File: src/rtl/dwell_arbiter_pkg.sv
// Shared types and helpers for the dwell arbiter: FSM state encoding and a constant clog2.
package dwell_arbiter_pkg;

    typedef enum logic [1:0] {
        StIdle,
        StHold,
        StOwn
    } state_e;

    function automatic int unsigned clog2(input int unsigned value);
        int unsigned result;
        result = 0;
        while ((64'd1 << result) < 64'(value)) begin
            result++;
        end
        return result;
    endfunction

endpackage

File: src/rtl/dwell_arbiter_if.sv
// Request/grant bundle between requesters (master) and the dwell arbiter (slave).
interface dwell_arbiter_if
    import dwell_arbiter_pkg::*;
#(
    parameter int unsigned width = 4
);
    localparam int unsigned IdxW = clog2(width);

    logic [width-1:0] req;
    logic [width-1:0] grant;
    logic [IdxW-1:0]  grant_index;
    logic             valid;
    logic             locked;

    modport master (
        output req,
        input  grant,
        input  grant_index,
        input  valid,
        input  locked
    );

    modport slave (
        input  req,
        output grant,
        output grant_index,
        output valid,
        output locked
    );

endinterface

File: src/rtl/dwell_arbiter_rr_select.sv
// Combinational round-robin pick: first asserted req scanning last+1, last+2, ... modulo width.
module dwell_arbiter_rr_select
    import dwell_arbiter_pkg::*;
#(
    parameter int unsigned width = 4,
    localparam int unsigned IdxW = clog2(width)
) (
    input  logic [width-1:0] req,
    input  logic [IdxW-1:0]  last,
    output logic             any,
    output logic [IdxW-1:0]  pick
);

    logic [IdxW-1:0] idx;

    // Scan farthest offset first so the nearest candidate is the one left standing.
    always_comb begin
        any  = 1'b0;
        pick = '0;
        idx  = '0;
        for (int i = int'(width); i >= 1; i--) begin
            idx = IdxW'((int'(last) + i) % int'(width));
            if (req[idx]) begin
                any  = 1'b1;
                pick = idx;
            end
        end
    end

endmodule

File: src/rtl/dwell_arbiter.sv
// Round-robin arbiter with a minimum grant dwell of min_count enable ticks.
// Optional ARB_MAX_GRANT_EN: preempt an owner after max_count ticks when others are waiting.
module dwell_arbiter
    import dwell_arbiter_pkg::*;
#(
    parameter int unsigned width     = 4,
    parameter int unsigned min_count = 4,
    parameter int unsigned max_count = 16
) (
    input  logic            clock,
    input  logic            reset,
    input  logic            enable,
    dwell_arbiter_if.slave  bus
);

    localparam int unsigned IdxW = clog2(width);
    localparam int unsigned CntW = clog2(max_count) + 1;

    state_e           state_q, state_d;
    logic [CntW-1:0]  count_q, count_d, count_inc;
    logic [IdxW-1:0]  last_q, last_d;
    logic [width-1:0] grant_q, grant_d;
    logic [IdxW-1:0]  index_q, index_d;
    logic             valid_q, valid_d;
    logic [width-1:0] sel_req;
    logic             sel_any;
    logic [IdxW-1:0]  sel_pick;

    // In OWN the current owner is masked so sel_any means "someone else is waiting".
    assign sel_req = (state_q == StOwn) ? (bus.req & ~grant_q) : bus.req;

    dwell_arbiter_rr_select #(
        .width (width)
    ) u_rr_select (
        .req  (sel_req),
        .last (last_q),
        .any  (sel_any),
        .pick (sel_pick)
    );

    assign count_inc = (count_q == '1) ? count_q : count_q + 1'b1;

    always_comb begin
        state_d = state_q;
        count_d = count_q;
        last_d  = last_q;
        grant_d = grant_q;
        index_d = index_q;
        unique case (state_q)
            StIdle: begin
                if (sel_any) begin
                    state_d = StHold;
                    count_d = '0;
                    last_d  = sel_pick;
                    grant_d = width'(1) << sel_pick;
                    index_d = sel_pick;
                end
            end
            StHold: begin
                if (enable) begin
                    count_d = count_inc;
                    if (count_q == CntW'(min_count - 1)) begin
                        state_d = StOwn;
                    end
                end
            end
            StOwn: begin
                if (!bus.req[last_q]) begin
                    if (sel_any) begin
                        state_d = StHold;
                        count_d = '0;
                        last_d  = sel_pick;
                        grant_d = width'(1) << sel_pick;
                        index_d = sel_pick;
                    end else begin
                        state_d = StIdle;
                        count_d = '0;
                        grant_d = '0;
                        index_d = '0;
                    end
                end
`ifdef ARB_MAX_GRANT_EN
                else if (enable) begin
                    if (sel_any && (count_q >= CntW'(max_count - 1))) begin
                        state_d = StHold;
                        count_d = '0;
                        last_d  = sel_pick;
                        grant_d = width'(1) << sel_pick;
                        index_d = sel_pick;
                    end else begin
                        count_d = count_inc;
                    end
                end
`endif
            end
            default: begin
                state_d = StIdle;
                count_d = '0;
                grant_d = '0;
                index_d = '0;
            end
        endcase
        valid_d = |grant_d;
    end

    always_ff @(posedge clock or posedge reset) begin
        if (reset) begin
            state_q <= StIdle;
            count_q <= '0;
            last_q  <= IdxW'(width - 1);
            grant_q <= '0;
            index_q <= '0;
            valid_q <= 1'b0;
        end else begin
            state_q <= state_d;
            count_q <= count_d;
            last_q  <= last_d;
            grant_q <= grant_d;
            index_q <= index_d;
            valid_q <= valid_d;
        end
    end

    assign bus.grant       = grant_q;
    assign bus.grant_index = index_q;
    assign bus.valid       = valid_q;
    assign bus.locked      = (state_q == StHold);

endmodule

File: src/flat_wrapper.sv
// flat-port wrapper written by rule: the top's interface ports become plain ports
module dwell_arbiter_flat import dwell_arbiter_pkg::*;
#(
    parameter int unsigned width     = 4,
    parameter int unsigned min_count = 4,
    parameter int unsigned max_count = 16
)
  (clock, reset, enable, bus_req, bus_grant, bus_grant_index, bus_valid, bus_locked);
  dwell_arbiter_if #(.width(width)) bus_i ();
  input  logic clock;
  input  logic reset;
  input  logic enable;
  input wire logic [$bits(bus_i.req)-1:0] bus_req;
  output wire logic [$bits(bus_i.grant)-1:0] bus_grant;
  output wire logic [$bits(bus_i.grant_index)-1:0] bus_grant_index;
  output wire logic [$bits(bus_i.valid)-1:0] bus_valid;
  output wire logic [$bits(bus_i.locked)-1:0] bus_locked;
  assign bus_i.req = bus_req;
  assign bus_grant = bus_i.grant;
  assign bus_grant_index = bus_i.grant_index;
  assign bus_valid = bus_i.valid;
  assign bus_locked = bus_i.locked;
  dwell_arbiter #(.width(width), .min_count(min_count), .max_count(max_count)) u_core (.clock(clock), .reset(reset), .enable(enable), .bus(bus_i));
endmodule
File: config.mk
export PLATFORM = sky130hd
export DESIGN_NAME = dwell_arbiter_flat
export DESIGN_NICKNAME = d
export VERILOG_FILES = /design/src/rtl/dwell_arbiter_pkg.sv /design/src/rtl/dwell_arbiter_if.sv /design/src/rtl/dwell_arbiter_rr_select.sv /design/src/rtl/dwell_arbiter.sv /design/src/flat_wrapper.sv
export SDC_FILE = /design/constraint.sdc
export NUM_CORES = 1
export LEC_CHECK = 0
export ABC_AREA = 1
export BUFFER_PORTS_ARGS = -buffer_cell sky130_fd_sc_hd__buf_2
export CAP_MARGIN = 15
export CORE_MARGIN = 2
export CORE_UTILIZATION = 51
export DETAILED_ROUTE_END_ITERATION = 10
export PLACE_DENSITY = 0.74
export REMOVE_ABC_BUFFERS = 1
export SLEW_MARGIN = 20
export SYNTH_ARGS = -nofsm -noshare
export SYNTH_HDL_FRONTEND = slang
export SYNTH_SLANG_ARGS = --single-unit
File: constraint.sdc
create_clock -name clock -period 1.7 [get_ports clock]
set_clock_uncertainty 0.05 [all_clocks]
set_input_delay 0.085 -clock clock [delete_from_list [all_inputs] [get_ports clock]]
set_output_delay 0.085 -clock clock [all_outputs]
set_load 0.02 [all_outputs]
# Yosys cells after proc, flatten, opt, wreduce, memory -nomap -nowiden

Cells that the tools add are included.

$add $sub $neg: 5
$mul: 0
Divide/modulo/power cells: 0
Order comparisons: 5
Eq/ne operators: 9
Shift-type cells: 1
Mux-type cells: 41
Bitwise operators: 3
Reductions and logical operators: 7

Operators with widths:

| kind                | count |
|---|---|
| $mux 2              | 13 |
| $mux 5              | 4 |
| $mux 4              | 4 |
| $lt 2x3->1 const B  | 5 |
| $pmux 5 s3          | 1 |
| $pmux 2 s3          | 2 |
| $pmux 4 s3          | 1 |
| $bmux 1 s2          | 5 |
| $mux 1              | 10 |
| $reduce_and 4->1    | 2 |
| $ne 2x2->1 const B  | 3 |
| $add 5x1->5 const B | 1 |
| $eq 5x2->1 const B  | 1 |
| $eq 5x5->1 const B  | 1 |
| $add 2x1->2 const B | 2 |
| $add 2x2->2 const B | 2 |
| $and 4x4->4         | 1 |
| $ne 2x1->1 const B  | 2 |
| $not 4->4           | 1 |
| $pmux 2 s2          | 1 |
| $reduce_or 4->1     | 1 |
| $shl 1x2->4 const A | 1 |
| $reduce_and 3->1    | 1 |
| $eq 2x1->1 const B  | 1 |
| other kinds (5)     | 5 |

Register bits: 16
Bits in latches: 0
Memory bits (writable): 0
Memory bits (read-only): 0
Output and inout bits: 8
Word-level logic and storage cells: 77
Memories kept: 0

# Depth between registers and ports, before layout

Depth in word-level cells: 14
Depth in mapped cells: 19
Mapped depth without buffers: 18

# By module

From an unflattened synthesis, not the netlist that was laid out.

Cell total of the unflattened synthesis: 182
Area, all modules: 1248.7 µm²

Modules (own cells, without submodules):

| module                  | times used | cells each | area an instance (µm²) | seq. area each (µm²) |
|---|---|---|---|---|
| dwell_arbiter           | 1          | 131        | 1002.2                 | 402.9 |
| dwell_arbiter_rr_select | 1          | 51         | 246.5                  | 0.0 |

# Least setup slack after synthesis

No wires, ideal clock.

Path kind: flip-flop to flip-flop
Start: register u_core.last_q[0]
End: register u_core.valid_q, in the netlist u_core.bus.valid
Data arrival time: 1.590 ns
Required time: 1.531 ns
Setup slack: -0.059 ns
Stages on the path, launching flop included: 17
Buffers on the path: 1
Cells stage by stage: dfstp_2 -> buf_6 -> nor2_2 -> nor2_4 -> inv_1 -> nand2_2 -> inv_1 -> nor2_1 -> nand2_1 -> nand3_1 -> nand2_2 -> nand2_1 -> nand2_1 -> nand2_1 -> nand2_2 -> nor2_2 -> nand2_1

Word-level cells in the longest chain between the ends: 12
Elaborated cells between the ends (all ways): 28
Classes of those cells: add/sub: 4; shift: 1; mux: 22; reduce/logical: 1

Ends and longest elaborated chain:

| what                         | line                                     | source |
|---|---|---|
| from (decl)                  | dwell_arbiter.sv:21                      | `logic [IdxW-1:0] last_q, last_d;` |
| from (signal assigned)       | dwell_arbiter.sv:110                     | `last_q <= IdxW'(width - 1);` |
| from (signal assigned)       | dwell_arbiter.sv:117                     | `last_q <= last_d;` |
| $add 2x1->2                  | dwell_arbiter_rr_select.sv:22            | `idx = IdxW'((int'(last) + i) % int'(width));` |
| $bmux 1 s2                   | dwell_arbiter_rr_select.sv:23            | `if (req[idx]) begin` |
| $mux 1 (implied by the code) | dwell_arbiter_rr_select.sv:23            |  |
| $mux 2 (4 in series)         | dwell_arbiter_rr_select.sv:23            |  |
| $shl 1x2->4                  | dwell_arbiter.sv:55, dwell_arbiter.sv:73 |  |
| $mux 4                       | dwell_arbiter.sv:69                      | `if (sel_any) begin` |
| $mux 4                       | dwell_arbiter.sv:68                      | `if (!bus.req[last_q]) begin` |
| $pmux 4 s3 (*)               | dwell_arbiter.sv:49                      | `unique case (state_q)` |
| net u_core.grant_d[3]        | dwell_arbiter.sv:22                      | `logic [width-1:0] grant_q, grant_d;` |
| $reduce_or 4->1 (*)          | dwell_arbiter.sv:103                     | `valid_d = \|grant_d;` |
| net u_core.valid_d           | dwell_arbiter.sv:24                      | `logic valid_q, valid_d;` |
| to (signal assigned)         | dwell_arbiter.sv:120                     | `valid_q <= valid_d;` |
| to (decl)                    | dwell_arbiter.sv:24                      |  |

The timed path passes the listed nets; every way through them passes the cells marked *. The select of a mux whose other input is x is not followed.
A chain may end at the register's enable or synchronous reset.

# Worst setup path after layout

Start: register u_core.last_q[0]
End: register u_core.count_q[3]

Word-level cells in the longest chain between the ends: 9
Elaborated cells between the ends (all ways): 21
Classes of those cells: add/sub: 4; eq/ne: 2; mux: 14; reduce/logical: 1

Ends and longest elaborated chain:

| what                           | line                          | source |
|---|---|---|
| $add 2x1->2                    | dwell_arbiter_rr_select.sv:22 |  |
| $bmux 1 s2                     | dwell_arbiter_rr_select.sv:23 |  |
| $mux 1 (implied by the code)   | dwell_arbiter_rr_select.sv:23 |  |
| $mux 1 (4 in series)           | dwell_arbiter_rr_select.sv:23 |  |
| $ne 2x1->1 (no line)           | --                            |  |
| $reduce_and 4->1 (no line) (*) | --                            |  |
| to (signal assigned)           | dwell_arbiter.sv:116          | `count_q <= count_d;` |
| to (decl)                      | dwell_arbiter.sv:20           | `logic [CntW-1:0] count_q, count_d, count_inc;` |

Every way passes the cells marked *; elsewhere a longest branch is shown, timed or not. The select of a mux whose other input is x is not followed.

==> summary.md <==
| Metric | Value |
|---|---|
| Worst slew pin tran | `0.5958 ns` |
| Violations in the final reports | `negative setup slack` |
| TritonRoute pass-1 iters | `4` |
| Area taken by flip-flops and latches | `402.9 sq um` |
| H-tree depth reported by CTS | `1` |
| Antenna-violating nets left | `0` |
| Unrepaired setup endpoints after global routing | `yes` |
| Share of cells above drive strength 1 | `0.5735` |
| Initial Utilization | `0.5351` |
| Power density relative to cell area | `2089 nW/um^2` |
| Post-DR vias/cell | `5.389` |
| Die extent in y | `52.18 microns` |
| Hold crit path type | `in -> reg` |
| Share of the cycle needed by the critical path after routing | `1.192` |
| CTS Root Buffer Type | `sky130_fd_sc_hd__clkbuf_4` |
| Yosys reg bits | `16` |
| Number of failing setup endpoints in the final timing report | `16` |
| Worst-skew pair later-pin latency | `0.29 ns` |
| Cell taking the most area after synthesis | `sky130_fd_sc_hd__dfrtp_1` |
| Remaining DRCs | `0` |
| Number of buffers on the longest clock path | `2` |
| Floorplan core area | `2212 sq um` |
| Worst hold margin | `0.1462 ns` |
| Total number of placement rows | `17` |
| Die outline area | `2722 sq um` |
| Crit end category | `register` |
| Total negative slack for setup checks | `-3.422 ns` |
| Final global-route overflow total | `0` |
| Area added between synthesis and finish | `47.89%` |
| Time the worst path needs with I/O delays and setup | `2.026 ns` |
| Leak | `0.8964 nW` |
| Post-CTS clock slew at the launch and capture registers of the worst setup and hold paths | `0.10 ns` |
| Number of distinct library cells after synthesis | `26` |
| CTS sink count | `16` |
| Peak supply drop | `0.001369 V` |
| Required time reported for the critical path endpoint | `1.85 ns` |
| Most frequent cells after synthesis | `41 x sky130_fd_sc_hd__nand2_1, 16 x sky130_fd_sc_hd__inv_1, 16 x sky130_fd_sc_hd__nand2_2, 16 x sky130_fd_sc_hd__nand3_1, 14 x sky130_fd_sc_hd__dfrtp_1` |
| Max-slew violations | `0` |
| Antenna fix cells | `0` |
| Floorplan die width | `52.18 microns` |
| Startpoint kind of the worst setup timing path | `register` |
| Number of antenna violations at the first check in global routing | `0` |
| First-pass GRT wire length | `4919 microns` |
| Number of CTS-inserted buffers | `3` |
| Mapped Area | `1184 sq um` |
| Top-area cell type share of the netlist area | `0.2960` |
| Number of flops mapped to enable cells by yosys | `0` |
| Final weighted congestion in routability-driven placement | `0.9750` |
| Part of the Yosys area used for sequential elements | `0.3404` |
| CTS tree | `yes` |
| Average wire per standard cell | `14.02 microns` |
| Total routing usage reported by global routing | `0.2445` |
| CP Class | `reg -> reg` |
| Maximum fanout along the worst path | `7` |
| Filler instances | `150` |
| Wire length after detailed routing | `3351 microns` |
| Number of ports placed on the die boundary | `15` |
| Hold violation count in the final report | `0` |
| Count of port buffers added during placement | `14` |
| Library cell with the highest instance count after synthesis | `sky130_fd_sc_hd__nand2_1` |
| Maximum number of pins on one net before global-route repair | `17` |
| Footprint of the multi-input gates | `845.8 sq um` |
| Least setup slack across all paths after layout | `-0.3262 ns` |
| Detailed Route Iter0 Violations | `56` |
| Half-perimeter wire length of the detailed placement result | `2249 microns` |
| Most common flop cell mapped by yosys | `sky130_fd_sc_hd__dfrtp_1` |
| Max-slew headroom | `0.6023` |
| Max-cap check violation count | `0` |
| Number of synthesis warnings | `0` |
| Post-Synthesis Cells | `162` |
| NumNets Final | `221` |
| Via count | `1288` |
| Max Clock Freq | `493.5 MHz` |
| Number of global-route vias before repair | `1185` |
| Status | `finished, violations left` |
| Async SR Flop Fraction | `1.000` |
| Most area-consuming cells after synthesis | `sky130_fd_sc_hd__dfrtp_1 30%, sky130_fd_sc_hd__nand2_1 13%, sky130_fd_sc_hd__nand2_2 8.5%` |
| Worst Path Arrival | `2.18 ns` |
| Avg Synthesized Cell Area | `7.306 sq um` |
## cell usage in the layout (no fill, tap or decap), types with 4 or more instances in the layout
| cell type | count |
|---|---|
| sky130_fd_sc_hd__nand2_1 | 25 |
| sky130_fd_sc_hd__buf_4 | 27 |
| sky130_fd_sc_hd__nor2_4 | 6 |
| sky130_fd_sc_hd__o21ai_1 | 4 |
| sky130_fd_sc_hd__nor2_1 | 5 |
| sky130_fd_sc_hd__buf_6 | 6 |
| sky130_fd_sc_hd__nand2_4 | 7 |
| sky130_fd_sc_hd__dfrtp_1 | 14 |
| sky130_fd_sc_hd__inv_2 | 6 |
| sky130_fd_sc_hd__nand3_1 | 10 |
| sky130_fd_sc_hd__nand2_2 | 25 |
| sky130_fd_sc_hd__inv_1 | 12 |
| sky130_fd_sc_hd__o21ai_0 | 7 |
| sky130_fd_sc_hd__buf_2 | 14 |
| sky130_fd_sc_hd__nand3_2 | 11 |
## timing repair
item,in CTS,in global routing
gates resized for setup,29,32
pin swaps,19,7
hold buffers,1,0
endpoints found under the setup margin,16,16
endpoints found under the hold margin,14,0
buffers inserted,5,2
## registers in the layout, summed over array words and instances (netlist names)
register and flops:
u_core.bus.grant 4, u_core.bus.grant_index 2, u_core.bus.valid 1, u_core.count_q 5, u_core.last_q 2, u_core.state_q 2
## area by class of cell
class | count | share of cell area
Sequential cell | 16 | 0.2302
Timing Repair Buffer | 48 | 0.2001
Multi-Input combinational cell | 123 | 0.4832
Tap cell | 28 | 0.02001
Clock buffer | 4 | 0.02073
Inverter | 20 | 0.04575
## through the flow
stage	instance area [sq um]	util	setup slack [ns]	power (mW)	instances
detailed placement	1450	0.6555	-0.2427	2.703	227
finish	1750	0.7913	-0.3262	3.657	239
global placement	1450	0.6555	-0.1940	2.645	227
global route	1750	0.7913	-0.4085	3.905	239
floorplan	1150	-	-0.05602	1.963	159
CTS	1614	0.7296	-0.2132	3.219	237
## where the power goes
group          switching [mW]  internal, mW
combinational            1.58          1.14
clock                   0.127         0.130
sequential              0.135         0.540
total                    1.84          1.81
## routing by layer
metal	wire length (microns)	vias up	track usage
met3	190	10	0.02000
met1	1340	595	0.3193
met4	82	0	0.08974
met2	1738	54	0.4219
li1	-	629	-
met5	0	-	0
## critical path, cell delays in order, from the launching register on
cell and delay, ns:
sky130_fd_sc_hd__dfstp_2 0.67, sky130_fd_sc_hd__nor2_4 0.07, sky130_fd_sc_hd__nor2_4 0.14, sky130_fd_sc_hd__inv_2 0.08, sky130_fd_sc_hd__nand2_2 0.08, sky130_fd_sc_hd__nand2_4 0.06, sky130_fd_sc_hd__buf_6 0.11, sky130_fd_sc_hd__nor2_4 0.12
sky130_fd_sc_hd__nand4_4 0.15, sky130_fd_sc_hd__nand3_4 0.15, sky130_fd_sc_hd__buf_4 0.13, sky130_fd_sc_hd__nand2_1 0.05, sky130_fd_sc_hd__o31ai_2 0.06
## logic make-up (layout without fill, tap and decap cells)
family / after synthesis / after routing / synth area share
XOR/XNOR: 1 / 1 / 0.007401
buffers and inverters: 23 / 72 / 0.09408
adder cells (fa/ha/maj): 2 / 2 / 0.02114
AO/OA/AOI/OAI: 22 / 22 / 0.1068
AND/OR/NAND/NOR: 98 / 98 / 0.4302
flip-flops: 16 / 16 / 0.3404
## path summary, 6_finish.rpt
check / from / endpoint / slack, ns / cells after the start
max: u_core.last_q[0]$_DFFE_PP1P_ / u_core.count_q[3]$_DFFE_PP0P_ / -0.33 / 12
min: enable / u_core.state_q[0]$_DFFE_PP0P_ / 0.15 / 4
max reg2reg: u_core.last_q[0]$_DFFE_PP1P_ / u_core.count_q[3]$_DFFE_PP0P_ / -0.33 / 12
min reg2reg: u_core.bus.grant_index[1]$_DFFE_PP0P_ / u_core.bus.grant_index[1]$_DFFE_PP0P_ / 0.43 / 2
max in group asynchronous: reset / u_core.count_q[3]$_DFFE_PP0P_ / 0.86 / 3
min in group asynchronous: reset / u_core.state_q[1]$_DFFE_PP0P_ / 0.35 / 3
(Power assumes the default switching activity.)
